File: src/rtl/hcount_sink.sv
// hcount_sink: terminal consumer of a two-phase req/ack message channel.
// Acknowledges every message, checks redundancy and destination address,
// and keeps wrapping message / saturating error counters.

`ifndef NS_ADDRESS_SIZE
`define NS_ADDRESS_SIZE 8
`endif
`ifndef NS_DATA_SIZE
`define NS_DATA_SIZE 32
`endif
`ifndef NS_REDUN_SIZE
`define NS_REDUN_SIZE 8
`endif

module hcount_sink #(
   parameter int ASZ       = `NS_ADDRESS_SIZE,
   parameter int DSZ       = `NS_DATA_SIZE,
   parameter int RSZ       = `NS_REDUN_SIZE,
   parameter int CSZ       = 16,
   parameter int MY_ADDR   = 0,
   parameter int CHK_DST   = 1,
   parameter int ACK_DELAY = 0
) (
   input  logic           gch_clk,
   input  logic           gch_reset,
   output logic           gch_ready,
   input  logic [ASZ-1:0] rcv0_src,
   input  logic [ASZ-1:0] rcv0_dst,
   input  logic [DSZ-1:0] rcv0_dat,
   input  logic [RSZ-1:0] rcv0_red,
   input  logic           rcv0_req_in,
   output logic           rcv0_ack_out,
   output logic [CSZ-1:0] msg_cnt,
   output logic [CSZ-1:0] err_cnt,
   output logic           err_flag,
   output logic [DSZ-1:0] last_dat
);

   localparam logic [1:0] S_INIT = 2'd0;
   localparam logic [1:0] S_IDLE = 2'd1;
   localparam logic [1:0] S_HOLD = 2'd2;

   // widest of the summed fields; the sum is reduced modulo 2^RSZ afterwards
   localparam int AW = (ASZ > DSZ) ? ASZ : DSZ;
   localparam int WW = (AW > RSZ) ? AW : RSZ;

   logic [1:0]     state_q, state_d;
   logic           ready_q, ready_d;
   logic           ack_q, ack_d;
   logic [ASZ-1:0] src_q, src_d;
   logic [ASZ-1:0] dst_q, dst_d;
   logic [DSZ-1:0] dat_q, dat_d;
   logic [RSZ-1:0] red_q, red_d;
   logic [7:0]     dly_q, dly_d;
   logic [CSZ-1:0] msg_q, msg_d;
   logic [CSZ-1:0] err_q, err_d;
   logic           flag_q, flag_d;
   logic [DSZ-1:0] last_q, last_d;

   logic           pending;
   logic [RSZ-1:0] red_exp;
   logic           red_bad;
   logic           misroute;
   logic           msg_err;

   // error classification of the captured message
   always_comb begin
      pending  = (rcv0_req_in != ack_q);
      red_exp  = RSZ'(WW'(src_q) + WW'(dst_q) + WW'(dat_q));
      red_bad  = (red_exp != red_q);
      misroute = (CHK_DST != 0) && (dst_q != ASZ'(MY_ADDR));
      msg_err  = red_bad | misroute;
   end

   // handshake FSM and counter next-state
   always_comb begin
      state_d = state_q;
      ready_d = ready_q;
      ack_d   = ack_q;
      src_d   = src_q;
      dst_d   = dst_q;
      dat_d   = dat_q;
      red_d   = red_q;
      dly_d   = dly_q;
      msg_d   = msg_q;
      err_d   = err_q;
      flag_d  = flag_q;
      last_d  = last_q;
      case (state_q)
         S_INIT: begin
            ready_d = 1'b1;
            state_d = S_IDLE;
         end
         S_IDLE: begin
            if (pending) begin
               src_d   = rcv0_src;
               dst_d   = rcv0_dst;
               dat_d   = rcv0_dat;
               red_d   = rcv0_red;
               dly_d   = 8'(ACK_DELAY);
               state_d = S_HOLD;
            end
         end
         S_HOLD: begin
            if (dly_q != 8'd0) begin
               dly_d = dly_q - 8'd1;
            end else begin
               ack_d  = ~ack_q;
               msg_d  = msg_q + CSZ'(1);
               last_d = dat_q;
               if (msg_err) begin
                  if (err_q != '1) err_d = err_q + CSZ'(1);
                  flag_d = 1'b1;
               end
               state_d = S_IDLE;
            end
         end
         default: state_d = S_INIT;
      endcase
   end

   // state registers with synchronous reset taking priority
   always_ff @(posedge gch_clk) begin
      if (gch_reset) begin
         state_q <= S_INIT;
         ready_q <= 1'b0;
         ack_q   <= 1'b0;
         src_q   <= '0;
         dst_q   <= '0;
         dat_q   <= '0;
         red_q   <= '0;
         dly_q   <= '0;
         msg_q   <= '0;
         err_q   <= '0;
         flag_q  <= 1'b0;
         last_q  <= '0;
      end else begin
         state_q <= state_d;
         ready_q <= ready_d;
         ack_q   <= ack_d;
         src_q   <= src_d;
         dst_q   <= dst_d;
         dat_q   <= dat_d;
         red_q   <= red_d;
         dly_q   <= dly_d;
         msg_q   <= msg_d;
         err_q   <= err_d;
         flag_q  <= flag_d;
         last_q  <= last_d;
      end
   end

   assign gch_ready    = ready_q;
   assign rcv0_ack_out = ack_q;
   assign msg_cnt      = msg_q;
   assign err_cnt      = err_q;
   assign err_flag     = flag_q;
   assign last_dat     = last_q;

endmodule

File: config.mk
export PLATFORM = sky130hd
export DESIGN_NAME = hcount_sink
export DESIGN_NICKNAME = d
export VERILOG_FILES = /design/src/rtl/hcount_sink.sv
export SDC_FILE = /design/constraint.sdc
export NUM_CORES = 1
export LEC_CHECK = 0
export ABC_AREA = 1
export CORE_MARGIN = 4
export CORE_UTILIZATION = 60
export CTS_BUF_LIST = sky130_fd_sc_hd__clkbuf_16
export DETAILED_ROUTE_END_ITERATION = 7
export DONT_BUFFER_PORTS = 1
export GPL_TIMING_DRIVEN = 1
export MAX_ROUTING_LAYER = met4
export PLACE_DENSITY = 0.76
export SETUP_SLACK_MARGIN = 0.4
export SKIP_CTS_REPAIR_TIMING = 1
export SKIP_LAST_GASP = 1
export SLEW_MARGIN = 20
export SYNTH_ARGS = -nofsm -noshare
export SYNTH_HDL_FRONTEND = slang
export SYNTH_SLANG_ARGS = --single-unit
File: constraint.sdc
create_clock -name gch_clk -period 3.4 [get_ports gch_clk]
set_input_delay 0.68 -clock gch_clk [delete_from_list [all_inputs] [get_ports gch_clk]]
set_output_delay 0.68 -clock gch_clk [all_outputs]
set_load 0.1 [all_outputs]
# Word level (Yosys, flattened, before mapping)
# Cells that the tools add are included.
# totals
out_inout_bits	67
elab_cells	44
reg_bits	133
input_bits	59
# classes
mux	6
n_addsub	5
eq_ne	8
n_reduce_logical	10
bitwise_logic	3
# ops
operator	n
$add 16x1->16 const B	2
$add 8x8->8	2
$mux 8	2
$ne 16x16->1 const B	1
$pmux 8 s2	1
$reduce_bool 8->1	2
$ne 8x8->1	1
$sub 8x1->8 const B	1
$ne 2x2->1 const B	3
$pmux 2 s3	1
$reduce_and 2->1	3
$reduce_and 3->1	2
$mux 2	2
$reduce_and 4->1	1
$eq 2x1->1 const B	1
$eq 2x2->1 const B	1
$logic_not 2->1	1
$not 1->1	2
$reduce_bool 2->1	1
$ne 1x1->1	1
$or 1x1->1	1

# Longest topological paths before layout
# logic_depth
word_depth	5
ltp_mapped	17
mapped_depth_nobuf	16

# Least setup slack after synthesis
# Ideal clock, no wire load.
# synth_path
path_kind	register -> register
from	register src_q[1]
to	register err_q[10], in the netlist err_cnt[10]
n_path_buf	2
t_arrival_ps	2479
period_less_slack_ps	2598
required_time_ps	3281
setup_time_ps	119
path_stages_with_launch	17
slack_ps	802
path_cell_list	dfxtp_1 > fa_1 > ha_1 > fa_1 > inv_1 > nand2_1 > nand2_1 > nor2_1 > nand3_1 > nor2_1 > nand3_1 > nor2_2 > nand2_2 > buf_6 > buf_8 > a21oi_1 > nor2_1
# synth_via
elab_chain_len	5
# synth_rtl
element	line_no	rtl
start, declared	50	logic [ASZ-1:0] src_q, src_d;
start signal, assigned	141	src_q <= src_d;
$add 8x8->8 (2 in series)	69	red_exp = RSZ'(WW'(src_q) + WW'(dst_q) + WW'(dat_q));
$ne 8x8->1	70	red_bad = (red_exp != red_q);
$or 1x1->1	72	msg_err = red_bad | misroute;
$reduce_and 4->1 (no line)	--	
end signal, assigned	147	err_q <= err_d;
end, declared	56	logic [CSZ-1:0] err_q, err_d;
# No other way between the ends.
# A chain may end at the register's enable or synchronous reset.

# Final worst setup path
# layout_path
from	register src_q[1]
to	register err_q[15], in the netlist err_cnt[15]
# Same word-level chain as after synthesis.

==> impl_results.md <==
- CTS max path bufs: 2
- Commonest cells in the netlist: nor2_1 (213), dfxtp_1 (133), o21ai_0 (98)
- Fmax achieved: between 300 and 400 MHz
- RD Place Congestion: ~0.86
- Synth area leader: dfxtp_1
- RSZ-0062 raised after global routing: no
- HPWL after DPL: ~9500 um
- Sequential element share of the synthesized area: about 45%
- MaxCap Viol Count: 0
- Layout cells sized above 1: a little under an eighth
- Placement Setup Slack: ~420 ps
- Hold Crit Endpoint: err_cnt[0]
- Count of final setup violators: 0
- Setup Crit Path Kind: reg -> reg
- IO Port Bufs: 0
- Vias/cell: 5.39
- Initial Util: approximately 61%
- Top cells by area, synth: dfxtp_1 (45%), nor2_1 (13%), o21ai_0 (8.3%)
- Crit start category: register
- Die height: between 100 and 150 um
- Die area: roughly 12,000 um2
- Synth warnings: 0
- Hold violation total from the final report: 0
- H-Tree Depth: 4
- Most used flip-flop cell after synthesis: dfxtp_1
- Layout area overhead: 15.2%
- CP arrival: 3140 ps
- Fin nets: between 800 and 900
- Final setup skew: between 8 and 9 ps
- TNS Setup: 0 ps
- CP Data Required Time: roughly 3700 ps
- Iteration-0 DRC Markers: between 300 and 400
- CTS Sinks: between 100 and 150
- Register area: 2670 um2
- Hold Startpoint: gch_reset
- Boundary Pins: 126
- Flop2flop setup slack: 600 ps
- Tmin final: approximately 2800 ps
- Tightest Pin Transition: roughly 1100 ps
- Number of buffers created by CTS: 17
- Core ar.: 9680 um2
- Cell count of the worst reg-to-reg path: 15
- Syn Nets: between 800 and 900
- Pin count of the biggest net entering global routing: 56
- Routed vias: about 5,100
- Clock root cell: clkbuf_16
- Avg Cell Area, Syn: 7.55 um2
- CTS tree: yes
- # DRC: 0
- PD cells: 697 nW/um2
- Type of the most critical hold path: in -> reg
- First-pass GRT wire length: around 23,000 um
- Yosys top cell area share: between 40 and 50%
- Grt ovf: 0
- Maximum vdd drop: between 0.3 and 0.4 mV
- Worst-Skew Late Latency: a little over 400 ps
- Vias in the first global route: approximately 5,000
- Hold Path Depth: 1
- Slew Limit Fails: 0
- # rows: 36
- Status: complete, no violations
- Final ANT Viol Nets: 0
- Max_slew headroom: between 20% and 30%
- Fillers: a little over 800
- Worst setup margin: between 500 and 600 ps
- Total GRT Usage: between 20% and 30%
- Initial antenna violation count: 0
- Post-Syn Area: between 5000 and 6000 um2
- Worst setup EP type: register
- Pre-antenna DRT Iters: 5
- Reg2reg start: src_q[1]
- Average routed wire per standard cell: 15.0 um
- Share of async-settable or async-resettable flops after synthesis: 0%
- Total Routed Length: about 14,000 um
- Post-synth EDFFs: 0
- Footprint of the multi-input gates: roughly 2900 um2
- Worst flop-to-flop path endpoint: err_cnt[15]
- Tcrit/Tclk final: 82.5%
- Cells after synthesis: a little under 800
- Flops & latches, synth: 133
- Top-count cell post-synth: nor2_1
- Netlist cell types: 39
- LEAKAGE: 2.77 nW
- Die width: 107 um
- CP max FO: 11
- CTS clk-pin slew, worst paths: about 60 ps
-- layer usage --
metal	GRT usage, %	part of all wire [%]
met5	-	0
met3	8.34	8.2
met1	29.1	41
met2	41.4	48
met4	9.74	2.1
-- how the worst max path moves through the flow --
| stage | startpoint | to | slack [ps] | cells past startpoint |
|---|---|---|---|---|
| final | src_q[1] | err_cnt[15] | 600 | 15 |
| after global routing | src_q[1] | err_cnt[11] | 390 | 15 |
| after CTS | dst_q[1] | err_cnt[8] | 380 | 15 |
| after detailed placement | dst_q[1] | err_cnt[0] | 420 | 13 |
| after global placement | src_q[1] | err_cnt[13] | 540 | 15 |
| after floorplan | src_q[1] | err_cnt[10] | 800 | 16 |
-- per-stage QoR --
| step | utilization (%) | total power, mW | hold slack [ps] | area [um2] | cells |
|---|---|---|---|---|---|
| 6_report | 70.5 | 4.76 | 331 | 6830 | 949 |
| 5_1_grt | 70.5 | 4.97 | 321 | 6830 | 948 |
| 4_1_cts | 70.0 | 4.74 | 324 | 6780 | 945 |
| 3_5_place_dp | 63.4 | 2.77 | 447 | 6140 | 913 |
| 3_3_place_gp | 63.4 | 2.74 | 446 | 6140 | 913 |
| 2_1_floorplan | - | 2.66 | 443 | 5930 | 785 |
-- cell usage in the layout (no fill, tap or decap), types with 7 or more instances in the layout --
cell type,count
a21oi_1,34
buf_4,34
clkbuf_16,17
dfxtp_1,131
fa_1,8
ha_1,10
inv_1,53
nand2_1,84
nand3_1,23
nand4_1,19
nor2_1,213
nor3_1,7
o21ai_0,98
xnor2_1,10
xor2_1,14
-- worst max-delay path: stages (launching register included) --
cell and delay, ps:
dfxtp_1 330, fa_1 490, ha_1 240, fa_1 500
inv_1 40, nand2_1 50, nand2_1 50, nor2_1 90
nand3_1 90, nor2_1 110, nand3_2 100, nor2_4 160
nand2_4 140, nand3_4 170, nand2_1 70, a21oi_1 130
-- cell type report --
type | instances | area share (%)
inverter | 57 | 3.13
tap | 133 | 2.44
multi-input combinational | 559 | 42.3
clock inverter | 15 | 3.11
sequential | 133 | 39.0
antenna | 1 | 0.0366
clock buffer | 17 | 6.23
timing repair buffer | 34 | 3.74
-- power breakdown --
group / internal [mW] / leakage [nW] / switching, mW / total, mW
Clock: 1.29 / 0.307 / 0.680 / 1.97
Combinational: 0.248 / 1.38 / 0.507 / 0.755
Sequential: 1.69 / 1.08 / 0.343 / 2.03
-- sequential cells by signal (all words and copies together), names as in the netlist --
name / cells
err_cnt: 16
dly_q: 8
state_q: 2
dat_q: 32
rcv0_ack_out: 1
red_q: 8
err_flag: 1
gch_ready: 1
src_q: 8
dst_q: 8
msg_cnt: 16
last_dat: 32
-- logic make-up after synthesis --
| group | count (synthesis) | share of synthesized area (%) |
|---|---|---|
| xor gates and xnor gates | 24 | 3.55 |
| and+or+nand+nor | 371 | 27.1 |
| DFF | 133 | 44.9 |
| adders and majority gates | 18 | 4.81 |
| buffers and inverters | 95 | 7.05 |
| AOI/OAI and AO/OA | 144 | 12.6 |
Power figures use the tool's default switching activity.
